`config.mk`:
```
export PLATFORM = sky130hd
export DESIGN_NAME = dcache_miss_ctrl_flat
export DESIGN_NICKNAME = d
export VERILOG_FILES = /design/src/rtl/cache_pkg.sv /design/src/rtl/dcache_miss_ctrl_if.sv /design/src/rtl/refill_beat_cnt.sv /design/src/rtl/dcache_miss_ctrl.sv /design/src/flat_wrapper.sv
export SDC_FILE = /design/constraint.sdc
export NUM_CORES = 1
export LEC_CHECK = 0
export ABC_AREA = 1
export CORE_AREA = 8 8 275 277
export DETAILED_ROUTE_END_ITERATION = 16
export DIE_AREA = 0 0 283 285
export MAX_ROUTING_LAYER = met4
export SYNTH_ARGS = -nofsm -noshare
export SYNTH_HDL_FRONTEND = slang
export SYNTH_SLANG_ARGS = --single-unit
export TNS_END_PERCENT = 100
```
`constraint.sdc`:
```
create_clock -name clk -period 1.09 [get_ports clk]
set_input_delay 0.2725 -clock clk [delete_from_list [all_inputs] [get_ports clk]]
set_output_delay 0.2725 -clock clk [all_outputs]
set_load 0.03 [all_outputs]
```
`src/rtl/cache_pkg.sv`:
```
// Shared cache geometry, miss-controller state encoding and line address composition.
package cache_pkg;

    localparam int unsigned INDEX_W    = 8;
    localparam int unsigned TAG_W      = 20;
    localparam int unsigned LINE_WORDS = 8;
    localparam int unsigned OFFSET_W   = 5;
    localparam int unsigned WORD_W     = $clog2(LINE_WORDS);

    typedef enum logic [2:0] {
        StIdle,
        StLookup,
        StWbReq,
        StRdReq,
        StRefill,
        StDone
    } miss_state_e;

    // {tag, index, zero offset} is one bit wider than the bus; the tag MSB falls off the top.
    function automatic logic [31:0] line_addr(logic [TAG_W-1:0] tag, logic [INDEX_W-1:0] index);
        return 32'({tag, index, {OFFSET_W{1'b0}}});
    endfunction

endpackage

```
`src/rtl/dcache_miss_ctrl_if.sv`:
```
// Miss-controller signal bundle: lookup request, dirty regfile, AXI bridge and data-bank refill.
interface dcache_miss_ctrl_if import cache_pkg::*; ();

    logic                     miss_valid;
    logic                     miss_ready;
    logic [INDEX_W-1:0]       miss_index;
    logic [TAG_W-1:0]         miss_tag;
    logic                     miss_is_store;
    logic                     victim_valid;
    logic [TAG_W-1:0]         victim_tag;
    logic [32*LINE_WORDS-1:0] victim_data;

    logic [INDEX_W-1:0]       dirty_rd_addr;
    logic                     dirty_dout;
    logic [INDEX_W-1:0]       dirty_wr_addr;
    logic                     dirty_en;
    logic                     dirty_din;

    logic                     wr_req;
    logic [31:0]              wr_addr;
    logic [32*LINE_WORDS-1:0] wr_data;
    logic                     wr_rdy;
    logic                     rd_req;
    logic [31:0]              rd_addr;
    logic                     rd_rdy;
    logic                     ret_valid;
    logic                     ret_last;
    logic [31:0]              ret_data;

    logic                     refill_we;
    logic [WORD_W-1:0]        refill_word;
    logic [31:0]              refill_data;
    logic                     fill_done;

    // Controller side.
    modport master (
        input  miss_valid, miss_index, miss_tag, miss_is_store,
        input  victim_valid, victim_tag, victim_data,
        input  dirty_dout, wr_rdy, rd_rdy, ret_valid, ret_last, ret_data,
        output miss_ready, dirty_rd_addr, dirty_wr_addr, dirty_en, dirty_din,
        output wr_req, wr_addr, wr_data, rd_req, rd_addr,
        output refill_we, refill_word, refill_data, fill_done
    );

    // Surrounding cache, regfile and bridge side.
    modport slave (
        output miss_valid, miss_index, miss_tag, miss_is_store,
        output victim_valid, victim_tag, victim_data,
        output dirty_dout, wr_rdy, rd_rdy, ret_valid, ret_last, ret_data,
        input  miss_ready, dirty_rd_addr, dirty_wr_addr, dirty_en, dirty_din,
        input  wr_req, wr_addr, wr_data, rd_req, rd_addr,
        input  refill_we, refill_word, refill_data, fill_done
    );

endinterface

```
`src/rtl/refill_beat_cnt.sv`:
```
// Refill beat counter: clear has priority, increment wraps modulo Words.
module refill_beat_cnt #(
    parameter int unsigned Words = 8,
    parameter int unsigned Width = $clog2(Words)
) (
    input  logic             clk_i,
    input  logic             rst_ni,
    input  logic             clr_i,
    input  logic             inc_i,
    output logic [Width-1:0] cnt_o
);

    logic [Width-1:0] cnt_q, cnt_d;

    always_comb begin
        cnt_d = cnt_q;
        if (clr_i) begin
            cnt_d = '0;
        end else if (inc_i) begin
            cnt_d = (cnt_q == Width'(Words - 1)) ? '0 : cnt_q + 1'b1;
        end
    end

    always_ff @(posedge clk_i or negedge rst_ni) begin
        if (!rst_ni) begin
            cnt_q <= '0;
        end else begin
            cnt_q <= cnt_d;
        end
    end

    assign cnt_o = cnt_q;

endmodule

```
`src/rtl/dcache_miss_ctrl.sv`:
```
// Direct-mapped dcache miss handler: optional dirty writeback, line refill, dirty-bit update.
module dcache_miss_ctrl import cache_pkg::*; (
    input logic               clk,
    input logic               resetn,
    dcache_miss_ctrl_if.master bus
);

    miss_state_e        state_q, state_d;
    logic [INDEX_W-1:0] index_q, index_d;
    logic [TAG_W-1:0]   tag_q, tag_d;
    logic               is_store_q, is_store_d;

    logic               miss_ready;
    logic               wr_req;
    logic               rd_req;
    logic               refill_we;
    logic               fill_done;
    logic               dirty_en;
    logic               cnt_clr;
    logic               cnt_inc;
    logic [WORD_W-1:0]  beat_cnt;

    always_comb begin
        state_d    = state_q;
        index_d    = index_q;
        tag_d      = tag_q;
        is_store_d = is_store_q;
        miss_ready = 1'b0;
        wr_req     = 1'b0;
        rd_req     = 1'b0;
        refill_we  = 1'b0;
        fill_done  = 1'b0;
        dirty_en   = 1'b0;
        cnt_clr    = 1'b0;
        cnt_inc    = 1'b0;

        unique case (state_q)
            StIdle: begin
                miss_ready = 1'b1;
                if (bus.miss_valid) begin
                    index_d    = bus.miss_index;
                    tag_d      = bus.miss_tag;
                    is_store_d = bus.miss_is_store;
                    state_d    = StLookup;
                end
            end
            StLookup: begin
                // Only a line that is both resident and modified needs to go back to memory.
                state_d = (bus.dirty_dout && bus.victim_valid) ? StWbReq : StRdReq;
            end
            StWbReq: begin
                wr_req = 1'b1;
                if (bus.wr_rdy) begin
                    state_d = StRdReq;
                end
            end
            StRdReq: begin
                rd_req = 1'b1;
                if (bus.rd_rdy) begin
                    cnt_clr = 1'b1;
                    state_d = StRefill;
                end
            end
            StRefill: begin
                if (bus.ret_valid) begin
                    refill_we = 1'b1;
                    cnt_inc   = 1'b1;
                    if (bus.ret_last) begin
                        state_d = StDone;
                    end
                end
            end
            StDone: begin
                fill_done = 1'b1;
                dirty_en  = 1'b1;
                state_d   = StIdle;
            end
            default: state_d = StIdle;
        endcase
    end

    always_ff @(posedge clk or negedge resetn) begin
        if (!resetn) begin
            state_q    <= StIdle;
            index_q    <= '0;
            tag_q      <= '0;
            is_store_q <= 1'b0;
        end else begin
            state_q    <= state_d;
            index_q    <= index_d;
            tag_q      <= tag_d;
            is_store_q <= is_store_d;
        end
    end

    refill_beat_cnt #(
        .Words (LINE_WORDS)
    ) u_beat_cnt (
        .clk_i  (clk),
        .rst_ni (resetn),
        .clr_i  (cnt_clr),
        .inc_i  (cnt_inc),
        .cnt_o  (beat_cnt)
    );

    assign bus.miss_ready    = miss_ready;
    assign bus.dirty_rd_addr = index_q;
    assign bus.dirty_wr_addr = index_q;
    assign bus.dirty_en      = dirty_en;
    assign bus.dirty_din     = is_store_q;
    assign bus.wr_req        = wr_req;
    assign bus.wr_addr       = line_addr(bus.victim_tag, index_q);
    assign bus.wr_data       = bus.victim_data;
    assign bus.rd_req        = rd_req;
    assign bus.rd_addr       = line_addr(tag_q, index_q);
    assign bus.refill_we     = refill_we;
    assign bus.refill_word   = beat_cnt;
    assign bus.refill_data   = bus.ret_data;
    assign bus.fill_done     = fill_done;

endmodule

```
`src/flat_wrapper.sv`:
```
// flat-port wrapper written by rule: the top's interface ports become plain ports
module dcache_miss_ctrl_flat import cache_pkg::*;
  (clk, resetn, bus_miss_valid, bus_miss_index, bus_miss_tag, bus_miss_is_store, bus_victim_valid, bus_victim_tag, bus_victim_data, bus_dirty_dout, bus_wr_rdy, bus_rd_rdy, bus_ret_valid, bus_ret_last, bus_ret_data, bus_miss_ready, bus_dirty_rd_addr, bus_dirty_wr_addr, bus_dirty_en, bus_dirty_din, bus_wr_req, bus_wr_addr, bus_wr_data, bus_rd_req, bus_rd_addr, bus_refill_we, bus_refill_word, bus_refill_data, bus_fill_done);
  dcache_miss_ctrl_if bus_i ();
  input logic clk;
  input logic resetn;
  input wire logic [$bits(bus_i.miss_valid)-1:0] bus_miss_valid;
  input wire logic [$bits(bus_i.miss_index)-1:0] bus_miss_index;
  input wire logic [$bits(bus_i.miss_tag)-1:0] bus_miss_tag;
  input wire logic [$bits(bus_i.miss_is_store)-1:0] bus_miss_is_store;
  input wire logic [$bits(bus_i.victim_valid)-1:0] bus_victim_valid;
  input wire logic [$bits(bus_i.victim_tag)-1:0] bus_victim_tag;
  input wire logic [$bits(bus_i.victim_data)-1:0] bus_victim_data;
  input wire logic [$bits(bus_i.dirty_dout)-1:0] bus_dirty_dout;
  input wire logic [$bits(bus_i.wr_rdy)-1:0] bus_wr_rdy;
  input wire logic [$bits(bus_i.rd_rdy)-1:0] bus_rd_rdy;
  input wire logic [$bits(bus_i.ret_valid)-1:0] bus_ret_valid;
  input wire logic [$bits(bus_i.ret_last)-1:0] bus_ret_last;
  input wire logic [$bits(bus_i.ret_data)-1:0] bus_ret_data;
  output wire logic [$bits(bus_i.miss_ready)-1:0] bus_miss_ready;
  output wire logic [$bits(bus_i.dirty_rd_addr)-1:0] bus_dirty_rd_addr;
  output wire logic [$bits(bus_i.dirty_wr_addr)-1:0] bus_dirty_wr_addr;
  output wire logic [$bits(bus_i.dirty_en)-1:0] bus_dirty_en;
  output wire logic [$bits(bus_i.dirty_din)-1:0] bus_dirty_din;
  output wire logic [$bits(bus_i.wr_req)-1:0] bus_wr_req;
  output wire logic [$bits(bus_i.wr_addr)-1:0] bus_wr_addr;
  output wire logic [$bits(bus_i.wr_data)-1:0] bus_wr_data;
  output wire logic [$bits(bus_i.rd_req)-1:0] bus_rd_req;
  output wire logic [$bits(bus_i.rd_addr)-1:0] bus_rd_addr;
  output wire logic [$bits(bus_i.refill_we)-1:0] bus_refill_we;
  output wire logic [$bits(bus_i.refill_word)-1:0] bus_refill_word;
  output wire logic [$bits(bus_i.refill_data)-1:0] bus_refill_data;
  output wire logic [$bits(bus_i.fill_done)-1:0] bus_fill_done;
  assign bus_i.miss_valid = bus_miss_valid;
  assign bus_i.miss_index = bus_miss_index;
  assign bus_i.miss_tag = bus_miss_tag;
  assign bus_i.miss_is_store = bus_miss_is_store;
  assign bus_i.victim_valid = bus_victim_valid;
  assign bus_i.victim_tag = bus_victim_tag;
  assign bus_i.victim_data = bus_victim_data;
  assign bus_i.dirty_dout = bus_dirty_dout;
  assign bus_i.wr_rdy = bus_wr_rdy;
  assign bus_i.rd_rdy = bus_rd_rdy;
  assign bus_i.ret_valid = bus_ret_valid;
  assign bus_i.ret_last = bus_ret_last;
  assign bus_i.ret_data = bus_ret_data;
  assign bus_miss_ready = bus_i.miss_ready;
  assign bus_dirty_rd_addr = bus_i.dirty_rd_addr;
  assign bus_dirty_wr_addr = bus_i.dirty_wr_addr;
  assign bus_dirty_en = bus_i.dirty_en;
  assign bus_dirty_din = bus_i.dirty_din;
  assign bus_wr_req = bus_i.wr_req;
  assign bus_wr_addr = bus_i.wr_addr;
  assign bus_wr_data = bus_i.wr_data;
  assign bus_rd_req = bus_i.rd_req;
  assign bus_rd_addr = bus_i.rd_addr;
  assign bus_refill_we = bus_i.refill_we;
  assign bus_refill_word = bus_i.refill_word;
  assign bus_refill_data = bus_i.refill_data;
  assign bus_fill_done = bus_i.fill_done;
  dcache_miss_ctrl u_core (.clk(clk), .resetn(resetn), .bus(bus_i));
endmodule
```
-- Word level (Yosys, flattened, before mapping)
Index checks and enable logic that the tools add are counted.
W data, S select, Z words.
- bits in registers: 34
- input port bits: 346
- output and inout port bits: 378
- word-level logic and storage cells: 40
- $add $sub $neg: 1
- eq/ne operators: 11
- multiplexer cells: 18
- reduce and logical (&&, ||, !) cells: 5
- operators by type and width (operator ; number):
    $mux W3 ; 8
    $pmux W3 S5 ; 1
    $ne A2 B2 Y1 const B ; 5
    $eq A3 B3 Y1 const B ; 3
    $mux W1 ; 9
    $eq A3 B2 Y1 const B ; 2
    $reduce_and A5 Y1 ; 1
    $add A3 B1 Y3 const B ; 1
    $eq A3 B1 Y1 const B ; 1
    $logic_not A3 Y1 ; 1
    $reduce_and A2 Y1 ; 1
    $reduce_bool A2 Y1 ; 1
    $logic_and A1 B1 Y1 ; 1

-- Depth between registers and ports, before layout
- word-level depth: 4
- mapped depth: 7
- mapped depth without buffers: 7

-- Hierarchy
A second synthesis with hierarchy kept.
- cell total of the unflattened synthesis: 525
- area, all modules: 4080.2 um^2
- by module, submodules not included (module ; instances ; cells an instance ; area each (um^2) ; seq. area each (um^2)):
    dcache_miss_ctrl ; 1 ; 508 ; 3928.8 ; 775.7
    refill_beat_cnt ; 1 ; 17 ; 151.4 ; 75.1

-- Worst setup path before layout
OpenSTA, ideal clock, no wires.
- kind: register to output
- from: register u_core.state_q[2]
- to: output bus_fill_done
- arrival: 1614 ps
- required time: 817 ps
- path slack: -797 ps
- stages on the path, launching flop included: 5
- buffers on the path: 2
- cell sequence: dfrtp_1 -> buf_2 -> inv_1 -> nor3_1 -> buf_4
- word-level cells in the longest chain between the ends: 2
- ends and longest elaborated chain (what ; line ; source):
    start, declared ; dcache_miss_ctrl.sv:8 ; miss_state_e state_q, state_d;
    start signal, assigned ; dcache_miss_ctrl.sv:84 ; state_q <= StIdle;
    start signal, assigned ; dcache_miss_ctrl.sv:89 ; state_q <= state_d;
    $eq A3 B3 Y1 ; n/a ;
    $mux W1 ; n/a ;
    end, declared ; flat_wrapper.sv:33 ; output wire logic [$bits(bus_i.fill_done)-1:0] bus_fill_done;
No other way between the ends.

-- Worst setup path after layout
- from: register u_core.state_q[1]
- to: output bus_dirty_en
- word-level cells in the longest chain between the ends: 2
- ends and longest elaborated chain (what ; line ; source):
    $eq A3 B3 Y1 ; dcache_miss_ctrl.sv:37 ; unique case (state_q)
    $mux W1 ; dcache_miss_ctrl.sv:37 ;
    end, declared ; flat_wrapper.sv:23 ; output wire logic [$bits(bus_i.dirty_en)-1:0] bus_dirty_en;
No other way between the ends.

==> run_summary.xml <==
<?xml version="1.0" encoding="UTF-8"?>
<metrics>
  <group name="worst_setup_path">
    <metric name="reg2reg_depth" unit="">8</metric>
    <metric name="critical_path_class" unit="">register to primary output</metric>
    <metric name="critPathMostFrequentCell" unit="">sky130_fd_sc_hd__buf_12</metric>
    <metric name="start_kind" unit="">register</metric>
    <metric name="cp_top_family" unit="">flip-flops</metric>
    <metric name="crit_path_end_kind" unit="">primary output</metric>
    <metric name="timing.critical_path.from" unit="">u_core.state_q[1]$_DFFE_PN0P_</metric>
    <metric name="worst_r2r_startpoint" unit="">u_core.state_q[1]$_DFFE_PN0P_</metric>
    <metric name="critical_path_arrival" unit="ps">1370</metric>
    <metric name="crit_path_cell_trace" unit="">buf_6 -&gt; nor3_4 -&gt; buf_12 -&gt; buf_12</metric>
    <metric name="rrSetupSlack" unit="ps">-390</metric>
    <metric name="max_stage_delay_on_crit_path" unit="ps">440</metric>
    <metric name="timing.critical_path.buf_inv" unit="">3</metric>
    <metric name="worstPathMaxFanout" unit="">4</metric>
    <metric name="worst-endpoint-required" unit="ps">820</metric>
    <metric name="worstReg2RegEnd" unit="">u_core.bus.dirty_rd_addr[0]$_DFFE_PN0P_</metric>
    <metric name="critical_path_depth" unit="">4</metric>
    <metric name="worst_path_max_delay_cell" unit="">sky130_fd_sc_hd__dfrtp_2</metric>
  </group>
  <group name="timing">
    <metric name="finalHoldWorstSlack" unit="ps">459</metric>
    <metric name="final_number_of_hold_violating_endpoints" unit="">0</metric>
    <metric name="timing.fmax" unit="MHz">609</metric>
    <metric name="final_max_slew_viol_count" unit="">0</metric>
    <metric name="final.setup_skew" unit="ps">28.2</metric>
    <metric name="finalCriticalPeriod" unit="ps">1640</metric>
    <metric name="final.period_utilization" unit="">1.51</metric>
    <metric name="finalSetupViolations" unit="">95</metric>
    <metric name="rsz0062_at_grt" unit="">true</metric>
    <metric name="postLayoutSetupSlackWorst" unit="ps">-551</metric>
  </group>
  <group name="run_status">
    <metric name="violations" unit="">negative setup slack</metric>
    <metric name="run_status" unit="">finished with violations</metric>
  </group>
  <group name="die">
    <metric name="initial_util" unit="">0.0577</metric>
    <metric name="die_footprint" unit="sq mm">0.0807</metric>
    <metric name="io_pins" unit="">724</metric>
    <metric name="die_y" unit="microns">285</metric>
    <metric name="std_cell_rows" unit="">98</metric>
    <metric name="chipWidth" unit="microns">283</metric>
    <metric name="core-area" unit="sq mm">0.0710</metric>
  </group>
  <group name="routing">
    <metric name="drc" unit="">0</metric>
    <metric name="drt_wl_total" unit="mm">24.4</metric>
    <metric name="drt_via_density" unit="">1.87</metric>
    <metric name="detail_route.first_pass.iterations" unit="">4</metric>
    <metric name="vias" unit="">2410</metric>
    <metric name="drt-wirelength-per-cell" unit="microns">19.0</metric>
    <metric name="drt_first_iter_violations" unit="">67</metric>
    <metric name="ant_nets" unit="">0</metric>
  </group>
  <group name="finish">
    <metric name="area_overhead_of_the_layout_relative_to_synthesis" unit="%">14.0</metric>
    <metric name="final_nets" unit="">682</metric>
    <metric name="drive_gt1_frac" unit="">0.448</metric>
    <metric name="layout.cells.most_common" unit="">sky130_fd_sc_hd__nand2_1</metric>
    <metric name="final_cell_mix" unit="">sky130_fd_sc_hd__nand2_1, sky130_fd_sc_hd__buf_6, sky130_fd_sc_hd__clkdlybuf4s50_1, sky130_fd_sc_hd__nand3_1, sky130_fd_sc_hd__buf_4</metric>
  </group>
  <group name="synth">
    <metric name="synthesized_area_per_cell" unit="sq um">7.81</metric>
    <metric name="postSynthCellCount" unit="">525</metric>
    <metric name="synth-seq-area-share" unit="">0.208</metric>
    <metric name="register_bit_total_from_synthesis" unit="">34</metric>
    <metric name="synth_area" unit="sq mm">0.00410</metric>
    <metric name="synth.lib_cells_used.distinct" unit="">20</metric>
    <metric name="yosys_warnings" unit="">0</metric>
  </group>
  <group name="pwr">
    <metric name="combinationalPowerShare" unit="">0.633</metric>
    <metric name="netSwitchingFraction" unit="">0.443</metric>
    <metric name="worst_ir_drop_vdd" unit="mV">1.07</metric>
    <metric name="clock_power_share" unit="">0.159</metric>
    <metric name="power.net_switching" unit="uW">5700</metric>
    <metric name="power_density" unit="mW/mm^2">2750</metric>
    <metric name="power_frac_seq" unit="">0.208</metric>
    <metric name="p_leak" unit="uW">0.00179</metric>
    <metric name="internal_power" unit="uW">7150</metric>
  </group>
  <group name="clock_tree">
    <metric name="max-clock-path-buffers" unit="">2</metric>
    <metric name="clkLatencyLatePin" unit="ps">310</metric>
    <metric name="tritoncts_num_sinks" unit="">34</metric>
    <metric name="path_clk_slew" unit="ps">90</metric>
    <metric name="cts_tree" unit="">yes</metric>
    <metric name="root_buffer" unit="">sky130_fd_sc_hd__clkbuf_16</metric>
    <metric name="cts_made_buffers" unit="">5</metric>
    <metric name="htree_num_levels" unit="">2</metric>
  </group>
  <group name="placement">
    <metric name="dp_worst_setup_slack" unit="ps">-310</metric>
    <metric name="hpwl" unit="mm">21.6</metric>
    <metric name="port_buffers" unit="">97</metric>
    <metric name="routabilityCongestion" unit="">0.699</metric>
  </group>
  <group name="run">
    <metric name="cap_viol_max_count" unit="">0</metric>
  </group>
  <group name="global_route">
    <metric name="grt_pass1_wl" unit="mm">29.4</metric>
    <metric name="overflow" unit="">0</metric>
    <metric name="initial_antenna_violation_count" unit="">1</metric>
    <metric name="grt_start_max_net_pins" unit="">35</metric>
    <metric name="track_usage" unit="">0.0579</metric>
    <metric name="grt_pass1_vias" unit="">2533</metric>
  </group>
  <group name="min_path">
    <metric name="min-delay-path-class" unit="">primary input to asynchronous set/reset pin</metric>
  </group>
</metrics>
[power groups by stage]
| stage | Combinational (uW) | Sequential, uW | Clock, uW |
|---|---|---|---|
| after floorplan | 5140 | 3330 | 0 |
| after global placement | 6750 | 2510 | 0 |
| after global routing | 8650 | 2770 | 2210 |
| after detailed placement | 6770 | 2500 | 0 |
| final | 8140 | 2670 | 2040 |
| after CTS | 7600 | 2700 | 2160 |
[logic make-up (layout without fill, tap and decap cells)]
kind of cell               Yosys count  count (layout)  share of synthesized area
buffers and inverters              361             162                      0.648
and+or+nand+nor                    122             122                      0.131
DFF                                 34              34                      0.208
AOI/OAI and AO/OA                    5               5                    0.00610
adders and majority gates            2               2                    0.00610
other                                1              13                   0.000915
[worst max path at each step]
stage	endpoint
floorplan	bus_fill_done
global placement	u_core.state_q[0]$_DFFE_PN0P_
detailed placement	u_core.state_q[0]$_DFFE_PN0P_
CTS	bus_dirty_en
global route	bus_dirty_en
finish	bus_dirty_en
[registers in the layout, summed over array words and instances (netlist names)]
| name | count |
|---|---|
| u_core.u_beat_cnt.cnt_o | 3 |
| u_core.bus.dirty_din | 1 |
| u_core.state_q | 3 |
| u_core.bus.dirty_rd_addr | 8 |
| u_core.tag_q | 19 |
[cells in the mapped netlist]
| library cell | instances | area [sq um] |
|---|---|---|
| sky130_fd_sc_hd__inv_2 | 1 | 3.75 |
| sky130_fd_sc_hd__nor3_4 | 1 | 16.3 |
| sky130_fd_sc_hd__conb_1 | 1 | 3.75 |
| sky130_fd_sc_hd__nand4_1 | 1 | 6.26 |
| sky130_fd_sc_hd__buf_4 | 343 | 2570 |
| sky130_fd_sc_hd__o21ai_0 | 3 | 15.0 |
| sky130_fd_sc_hd__inv_1 | 9 | 33.8 |
| sky130_fd_sc_hd__nand3_1 | 34 | 170 |
| sky130_fd_sc_hd__buf_2 | 5 | 25.0 |
| sky130_fd_sc_hd__nor2_4 | 1 | 11.3 |
| sky130_fd_sc_hd__nor3_1 | 1 | 5.00 |
| sky130_fd_sc_hd__nand2_1 | 74 | 278 |
| sky130_fd_sc_hd__nand2_2 | 3 | 18.8 |
| sky130_fd_sc_hd__buf_6 | 1 | 11.3 |
| sky130_fd_sc_hd__dfrtp_1 | 34 | 851 |
| sky130_fd_sc_hd__ha_1 | 2 | 25.0 |
| sky130_fd_sc_hd__nor2_1 | 6 | 22.5 |
| sky130_fd_sc_hd__nand3_2 | 1 | 10.0 |
| sky130_fd_sc_hd__a21oi_1 | 2 | 10.0 |
| sky130_fd_sc_hd__buf_1 | 2 | 7.51 |
[timing repair]
item	in CTS	in global routing
buffers inserted	7	10
setup endpoints to repair	95	95
hold buffers	1	0
gates resized for setup	73	9
hold endpoints to repair	34	0
cloned	0	3
pin swaps	5	4
[routing by layer]
layer / vias up / GRT usage / share of wire
met5: - / - / 0
met1: 954 / 0.0354 / 0.23
met4: 0 / 0.0321 / 0.066
met2: 447 / 0.0854 / 0.44
li1: 883 / - / -
met3: 126 / 0.0752 / 0.27
[through the flow]
stage | setup TNS (ps) | area (sq um) | total power [uW] | cells | util
after floorplan | -4790 | 4160 | 8470 | 534 | -
after global placement | -9000 | 3980 | 9270 | 1256 | 0.0561
after detailed placement | -9340 | 3980 | 9270 | 1256 | 0.0561
after CTS | -16740 | 4490 | 12500 | 1272 | 0.0633
after global routing | -24360 | 4670 | 13600 | 1286 | 0.0658
final | -18980 | 4670 | 12900 | 1288 | 0.0658
[tightest hold or removal path: stages]
cell and delay [ps]:
sky130_fd_sc_hd__dlygate4sd3_1 520, sky130_fd_sc_hd__buf_2 120, sky130_fd_sc_hd__buf_12 220
[layout make-up]
class                   count  area [sq um]
diodes                      3          7.51
clock buffers               5           125
clock inverters             3          68.8
fillers                  8285         66300
inverters                  10          40.0
multi-input cells         139           693
flip-flops and latches     34           867
well taps                 950          1190
repair buffers            144          1680
Note: power is estimated with default switching activity, not from simulation.
